[config.mk]
export PLATFORM = sky130hd
export DESIGN_NAME = uart_tx_flat
export DESIGN_NICKNAME = d
export VERILOG_FILES = /design/src/rtl/uart_pkg.sv /design/src/rtl/uart_tx_if.sv /design/src/rtl/uart_baud_tick.sv /design/src/rtl/uart_tx.sv /design/src/flat_wrapper.sv
export SDC_FILE = /design/constraint.sdc
export NUM_CORES = 1
export LEC_CHECK = 0
export CORE_ASPECT_RATIO = 1.25
export CORE_MARGIN = 4
export CORE_UTILIZATION = 35
export DETAILED_ROUTE_END_ITERATION = 6
export GPL_ROUTABILITY_DRIVEN = 1
export SYNTH_ARGS = -nofsm -noshare
export SYNTH_HDL_FRONTEND = slang
export SYNTH_SLANG_ARGS = --single-unit
[constraint.sdc]
create_clock -name clk -period 2.1 [get_ports clk]
set_clock_uncertainty 0.05 [all_clocks]
set_input_delay 0.63 -clock clk [delete_from_list [all_inputs] [get_ports clk]]
set_output_delay 0.63 -clock clk [all_outputs]
set_load 0.02 [all_outputs]
[src/rtl/uart_pkg.sv]
// Shared types and constants for the UART transmitter: FSM state encoding,
// default frame geometry and tx line levels.
package uart_pkg;

  typedef enum logic [2:0] {
    IDLE   = 3'd0,
    START  = 3'd1,
    DATA   = 3'd2,
    PARITY = 3'd3,
    STOP   = 3'd4
  } uart_state_e;

  localparam int DEF_BAUD_DIV = 5208;
  localparam int DEF_NDATA    = 8;

  localparam logic LINE_IDLE = 1'b1;
  localparam logic START_BIT = 1'b0;
  localparam logic STOP_BIT  = 1'b1;

endpackage

[src/rtl/uart_tx_if.sv]
// Host-side transmit handshake plus serial line outputs of uart_tx.
// The slave modport is the transmitter; master is the host/pad side.
interface uart_tx_if #(
  parameter int NDATA = 8
);
  logic             tx_start;
  logic [NDATA-1:0] tx_data;
  logic             tx;
  logic             tx_busy;
  logic             tx_done;

  modport slave (
    input  tx_start,
    input  tx_data,
    output tx,
    output tx_busy,
    output tx_done
  );

  modport master (
    output tx_start,
    output tx_data,
    input  tx,
    input  tx_busy,
    input  tx_done
  );
endinterface

[src/rtl/uart_baud_tick.sv]
// Bit-period counter: counts while enabled, clears when disabled, and flags
// the last cycle of a bit period.
module uart_baud_tick #(
  parameter int CNT_BITS = 13,
  parameter int BAUD_DIV = 5208
) (
  input  logic clk,
  input  logic reset,
  input  logic i_enable,
  output logic o_tick
);

  logic [CNT_BITS-1:0] r_cnt;

  always_ff @(posedge clk or negedge reset) begin
    if (!reset) begin
      r_cnt <= '0;
    end else if (i_enable) begin
      r_cnt <= r_cnt + 1'b1;
    end else begin
      r_cnt <= '0;
    end
  end

  assign o_tick = (r_cnt == CNT_BITS'(BAUD_DIV - 1));

endmodule

[src/rtl/uart_tx.sv]
// UART transmitter: start bit, NDATA data bits LSB-first, optional even
// parity (enabled by UART_TX_PARITY_EN), one stop bit. tx is driven from a flop.
//
//   state  | meaning
//   IDLE   | line high, waiting for tx_start
//   START  | driving the start bit
//   DATA   | shifting data bits out LSB-first
//   PARITY | driving even parity of the latched byte
//   STOP   | driving the stop bit, then pulse tx_done
module uart_tx
  import uart_pkg::*;
#(
  parameter int NDATA    = DEF_NDATA,
  parameter int BAUD_DIV = DEF_BAUD_DIV,
  parameter int CNT_BITS = 13
) (
  input  logic      clk,
  input  logic      reset,
  uart_tx_if.slave  bus
);

  localparam int IDX_W = (NDATA > 1) ? $clog2(NDATA) : 1;

  uart_state_e      r_state, w_state_nxt;
  logic [NDATA-1:0] r_shift, w_shift_nxt, w_shifted;
  logic [IDX_W-1:0] r_bit_idx, w_bit_idx_nxt;
  logic             r_tx, w_tx_nxt;
  logic             r_busy, w_busy_nxt;
  logic             r_done, w_done_nxt;
  logic             w_tick;
  logic             w_baud_en;
`ifdef UART_TX_PARITY_EN
  logic             r_parity, w_parity_nxt;
`endif

  // Holding enable low on the tick edge restarts the period in the new state.
  assign w_baud_en = (r_state != IDLE) && !w_tick;

  uart_baud_tick #(
    .CNT_BITS (CNT_BITS),
    .BAUD_DIV (BAUD_DIV)
  ) u_baud_tick (
    .clk      (clk),
    .reset    (reset),
    .i_enable (w_baud_en),
    .o_tick   (w_tick)
  );

  assign w_shifted = r_shift >> 1;

  always_ff @(posedge clk or negedge reset) begin
    if (!reset) begin
      r_state   <= IDLE;
      r_shift   <= '0;
      r_bit_idx <= '0;
      r_tx      <= LINE_IDLE;
      r_busy    <= 1'b0;
      r_done    <= 1'b0;
`ifdef UART_TX_PARITY_EN
      r_parity  <= 1'b0;
`endif
    end else begin
      r_state   <= w_state_nxt;
      r_shift   <= w_shift_nxt;
      r_bit_idx <= w_bit_idx_nxt;
      r_tx      <= w_tx_nxt;
      r_busy    <= w_busy_nxt;
      r_done    <= w_done_nxt;
`ifdef UART_TX_PARITY_EN
      r_parity  <= w_parity_nxt;
`endif
    end
  end

  always_comb begin
    w_state_nxt   = r_state;
    w_shift_nxt   = r_shift;
    w_bit_idx_nxt = r_bit_idx;
    w_tx_nxt      = r_tx;
    w_busy_nxt    = r_busy;
    w_done_nxt    = 1'b0;
`ifdef UART_TX_PARITY_EN
    w_parity_nxt  = r_parity;
`endif

    case (r_state)
      IDLE: begin
        w_tx_nxt   = LINE_IDLE;
        w_busy_nxt = 1'b0;
        if (bus.tx_start) begin
          w_shift_nxt = bus.tx_data;
          w_state_nxt = START;
          w_tx_nxt    = START_BIT;
          w_busy_nxt  = 1'b1;
`ifdef UART_TX_PARITY_EN
          w_parity_nxt = ^bus.tx_data;
`endif
        end
      end

      START: begin
        if (w_tick) begin
          w_state_nxt = DATA;
          w_tx_nxt    = r_shift[0];
        end
      end

      DATA: begin
        if (w_tick) begin
          w_shift_nxt = w_shifted;
          if (r_bit_idx == IDX_W'(NDATA - 1)) begin
            w_bit_idx_nxt = '0;
`ifdef UART_TX_PARITY_EN
            w_state_nxt   = PARITY;
            w_tx_nxt      = r_parity;
`else
            w_state_nxt   = STOP;
            w_tx_nxt      = STOP_BIT;
`endif
          end else begin
            w_bit_idx_nxt = r_bit_idx + 1'b1;
            w_tx_nxt      = w_shifted[0];
          end
        end
      end

`ifdef UART_TX_PARITY_EN
      PARITY: begin
        if (w_tick) begin
          w_state_nxt = STOP;
          w_tx_nxt    = STOP_BIT;
        end
      end
`endif

      STOP: begin
        if (w_tick) begin
          w_state_nxt = IDLE;
          w_tx_nxt    = LINE_IDLE;
          w_busy_nxt  = 1'b0;
          w_done_nxt  = 1'b1;
        end
      end

      default: begin
        w_state_nxt = IDLE;
        w_tx_nxt    = LINE_IDLE;
        w_busy_nxt  = 1'b0;
      end
    endcase
  end

  assign bus.tx      = r_tx;
  assign bus.tx_busy = r_busy;
  assign bus.tx_done = r_done;

endmodule

[src/flat_wrapper.sv]
// flat-port wrapper written by rule: the top's interface ports become plain ports
module uart_tx_flat import uart_pkg::*;
#(
  parameter int NDATA    = DEF_NDATA,
  parameter int BAUD_DIV = DEF_BAUD_DIV,
  parameter int CNT_BITS = 13
)
  (clk, reset, bus_tx_start, bus_tx_data, bus_tx, bus_tx_busy, bus_tx_done);
  uart_tx_if #(.NDATA(NDATA)) bus_i ();
  input  logic clk;
  input  logic reset;
  input wire logic [$bits(bus_i.tx_start)-1:0] bus_tx_start;
  input wire logic [$bits(bus_i.tx_data)-1:0] bus_tx_data;
  output wire logic [$bits(bus_i.tx)-1:0] bus_tx;
  output wire logic [$bits(bus_i.tx_busy)-1:0] bus_tx_busy;
  output wire logic [$bits(bus_i.tx_done)-1:0] bus_tx_done;
  assign bus_i.tx_start = bus_tx_start;
  assign bus_i.tx_data = bus_tx_data;
  assign bus_tx = bus_i.tx;
  assign bus_tx_busy = bus_i.tx_busy;
  assign bus_tx_done = bus_i.tx_done;
  uart_tx #(.NDATA(NDATA), .BAUD_DIV(BAUD_DIV), .CNT_BITS(CNT_BITS)) u_core (.clk(clk), .reset(reset), .bus(bus_i));
endmodule
==> reports/results.txt, run 1 <==
Simple-Gate Fraction of Synth Area - 21.98%
Worst path bufs/invs - 1
Compound-Gate Fraction of Synth Area - 7.849%
R2R cell count - 5
Maximum vdd drop - 491.6 µV
Synthesized cell area - 1594 µm²
Core Area - 4392 µm²
Seq pwr share - 47.5%
CTS Buffer Depth - 2
Slew headroom - 70.40%
Crit path cell chain - clkdlybuf4s50_1
Reg2Reg Capture Point - u_core.r_shift[2]
Met2 routed WL - 1524 µm
DP Worst Slack - 0.06747 ns
Total Routing Usage GR - 11.89%
Combinational fraction of design power - 17.7%
Post-synthesis mux area share - 12.72%
Worst path arrival time - 1.24 ns
Largest family of logic cells by synthesized area - simple AND/OR/NAND/NOR gates
Dpl cells - 217
FP Rows - 27
I/O pin cnt - 14
Port Buf Inserts - 13
Multi-input combinational cell area - 794.5 µm²
Ys flop type - dfrtp_1
Fin cells - 225
Initial Util - 36.30%
Total Negative Setup Slacks - 0 ns
Cell Pwr Density - 843.4 nW/µm²
H-tree depth - 2
Met3 Wirelength - 116 µm
Number of synthesized register bits - 30
Syn Inst Count - 146
Die X - 68.36 µm
Final hold slack - 0.4063 ns
Syn_area_per_cell - 10.92 µm²
Setup Crit Path Kind - flop to output port
Sw Share - 28.15%
Crit end category - output port
Drt drc - 0
Internal power - 1.159 mW
EDFF count, synth - 0
Top cell type's share of synthesized area - 45.53%
FMAX - 0.5198 GHz
Largest net degree at the start of global routing - 31
Share of layout cells above drive strength 1 - 23.35%
Diodes inserted - 0
Highest metal used - met4
Drt pass-1 iters - 4
Setup slack, reg-to-reg - 0.18 ns
Slew @ Worst Pin - 0.4436 ns
Yosys warnings - 0
Commonest cells after routing, fill and taps aside - dfrtp_1, mux2_2, nor2_1
Tmin final - 1.924 ns
Initial antenna violation count - 0
Unrepaired setup endpoints after global routing - false
Worst EP required - 1.42 ns
Clock network power share - 34.9%
Hold depth - 1
Detailed-route wire length - 2899 µm
Critical path fanouts, max - 3
Slowest CP cell - clkdlybuf4s50_1
Largest area contributor in the synthesized netlist - dfrtp_1
Post-DRT Antenna Nets - 0
Synth area leaders - dfrtp_1, mux2_2, nor2_1
Vias - 1150
Critical Path Start Type - flop
Area growth syn-to-layout - 20.02%
Post-synth ARST share - 100.0%
First-pass GRT wire length - 5209 µm
Die Area - 5705 µm²
Clock root cell - clkbuf_8
Final period utilization - 91.61%
Drt initial violations - 54
HP Class - flop to flop
GR Overflow Total - 0
Family with the most delay on the worst path - buffers and inverters
DRT met1 WL - 1209 µm
Outcome - completed
Die height - 83.45 µm
Setup Viol. Count Final - 0
Final core utilization - 43.56%
Net Sw Power - 0.4541 mW
Critical Path Max Stage Delay - 0.61 ns
Most common cell after layout, fill and taps aside - dfrtp_1
Layout Nets - 180
FF-to-FF Start - u_core.u_baud_tick.r_cnt[0]
Sequential cell area fraction in the yosys report - 47.17%
Post-Synth Adder-Cell Area - 2.355%
Syn Nets - 160
Hold path start - u_core.u_baud_tick.r_cnt[0]
CTS tree - yes
Leak pwr - 0.8753 nW
Hold Path End - u_core.u_baud_tick.r_cnt[0]
Vias/cell - 5.111
Fillers - 437
Max-cap violations - 0
Number of global-route vias before repair - 1165
Clk sinks - 30
Worst Slack Setup Final - 0.1762 ns
Clock transition at the registers of the reported paths - 0.06 ns
Wirelength per Cell - 12.88 µm
Synth Area in XOR/XNOR - 4.945%
Register area - 752.0 µm²
TritonCTS buffer count - 5
Unique masters post-synth - 41
Placer Congestion - 0.7734
Final Hold Fails - 0
Post-DP HPWL - 2133 µm
Slew Viols, Final - 0
Clock latency on the worst-skew pair - 0.28 ns
## per-stage QoR
stage / cell area (µm²) / total power, mW
4_1_cts: 1913 / 1.634
3_5_place_dp: 1805 / 1.065
3_3_place_gp: 1805 / 1.044
6_report: 1913 / 1.613
2_1_floorplan: 1594 / 0.9510
5_1_grt: 1913 / 1.722
## worst max path at each step
stage | from | endpoint | slack [ns] | cells past startpoint
after floorplan | u_core.u_baud_tick.r_cnt[0] | u_core.r_shift[0] | 0.27 | 6
after global placement | bus_tx_start | u_core.r_shift[0] | 0.11 | 3
after detailed placement | bus_tx_start | u_core.r_shift[7] | 0.07 | 3
after CTS | u_core.bus.tx_busy | bus_tx_busy | 0.16 | 1
after global routing | u_core.u_baud_tick.r_cnt[0] | u_core.r_shift[2] | 0.07 | 5
final | u_core.bus.tx_busy | bus_tx_busy | 0.18 | 1
## routing by layer
layer	global-route usage [%]	vias to the layer above
li1	-	560
met1	13.92	568
met2	19.82	16
met3	4.043	6
met4	3.797	0
met5	0	-
## power groups by stage
stage | combinational (mW) | sequential (mW) | clock, mW
2_1_floorplan | 0.194 | 0.757 | 0
3_3_place_gp | 0.273 | 0.771 | 0
3_5_place_dp | 0.291 | 0.775 | 0
4_1_cts | 0.289 | 0.765 | 0.580
5_1_grt | 0.321 | 0.780 | 0.621
6_report | 0.285 | 0.766 | 0.563
## area by class of cell
cell class / instances / area share (%)
multi-input cells: 108 / 41.53
flip-flops and latches: 30 / 39.31
repair buffers: 20 / 9.483
well taps: 58 / 3.793
clock buffers: 5 / 3.597
clock inverters: 3 / 2.093
inverters: 1 / 0.1962
## sequential cells by signal (all words and copies together) (netlist names)
register,count
u_core.u_baud_tick.r_cnt,13
u_core.r_shift,8
u_core.r_bit_idx,3
u_core.r_state,3
u_core.bus.tx,1
u_core.bus.tx_busy,1
u_core.bus.tx_done,1
## cell usage after synthesis (3+ instances only)
cell type	n
a21oi_1	4
and3_1	4
dfrtp_1	29
ha_1	3
mux2_2	18
nand2_1	10
nand2b_1	3
nand3_1	4
nand4_1	3
nor2_1	17
nor2b_1	3
o21ai_0	4
o31ai_1	3
xnor2_1	4
xor2_1	5
## logic make-up (layout without fill, tap and decap cells)
kind of cell / after synthesis / count (layout)
and+or+nand+nor: 61 / 61
DFF: 30 / 30
muxes: 18 / 18
AOI/OAI and AO/OA: 17 / 17
xor gates and xnor gates: 9 / 9
buffers and inverters: 8 / 29
adders and majority gates: 3 / 3
## repair_timing
| item | CTS | global route |
|---|---|---|
| hold buffers | 0 | 0 |
| buffers inserted | 0 | 0 |
| resized for setup | 1 | 0 |
| endpoints found under the setup margin | 1 | 0 |
Power figures use the tool's default switching activity.
==> run 2, diff against run 1 <==
--- a/config.mk
+++ b/config.mk
@@ -8,8 +8,10 @@
 export CORE_ASPECT_RATIO = 1.25
 export CORE_MARGIN = 4
 export CORE_UTILIZATION = 35
+export CTS_CLUSTER_DIAMETER = 200
 export DETAILED_ROUTE_END_ITERATION = 6
 export GPL_ROUTABILITY_DRIVEN = 1
+export SLEW_MARGIN = 5
 export SYNTH_ARGS = -nofsm -noshare
 export SYNTH_HDL_FRONTEND = slang
 export SYNTH_SLANG_ARGS = --single-unit
==> results of run 2 <==
Same layout as run 1: the final DEF is identical, and so are final timing and power.
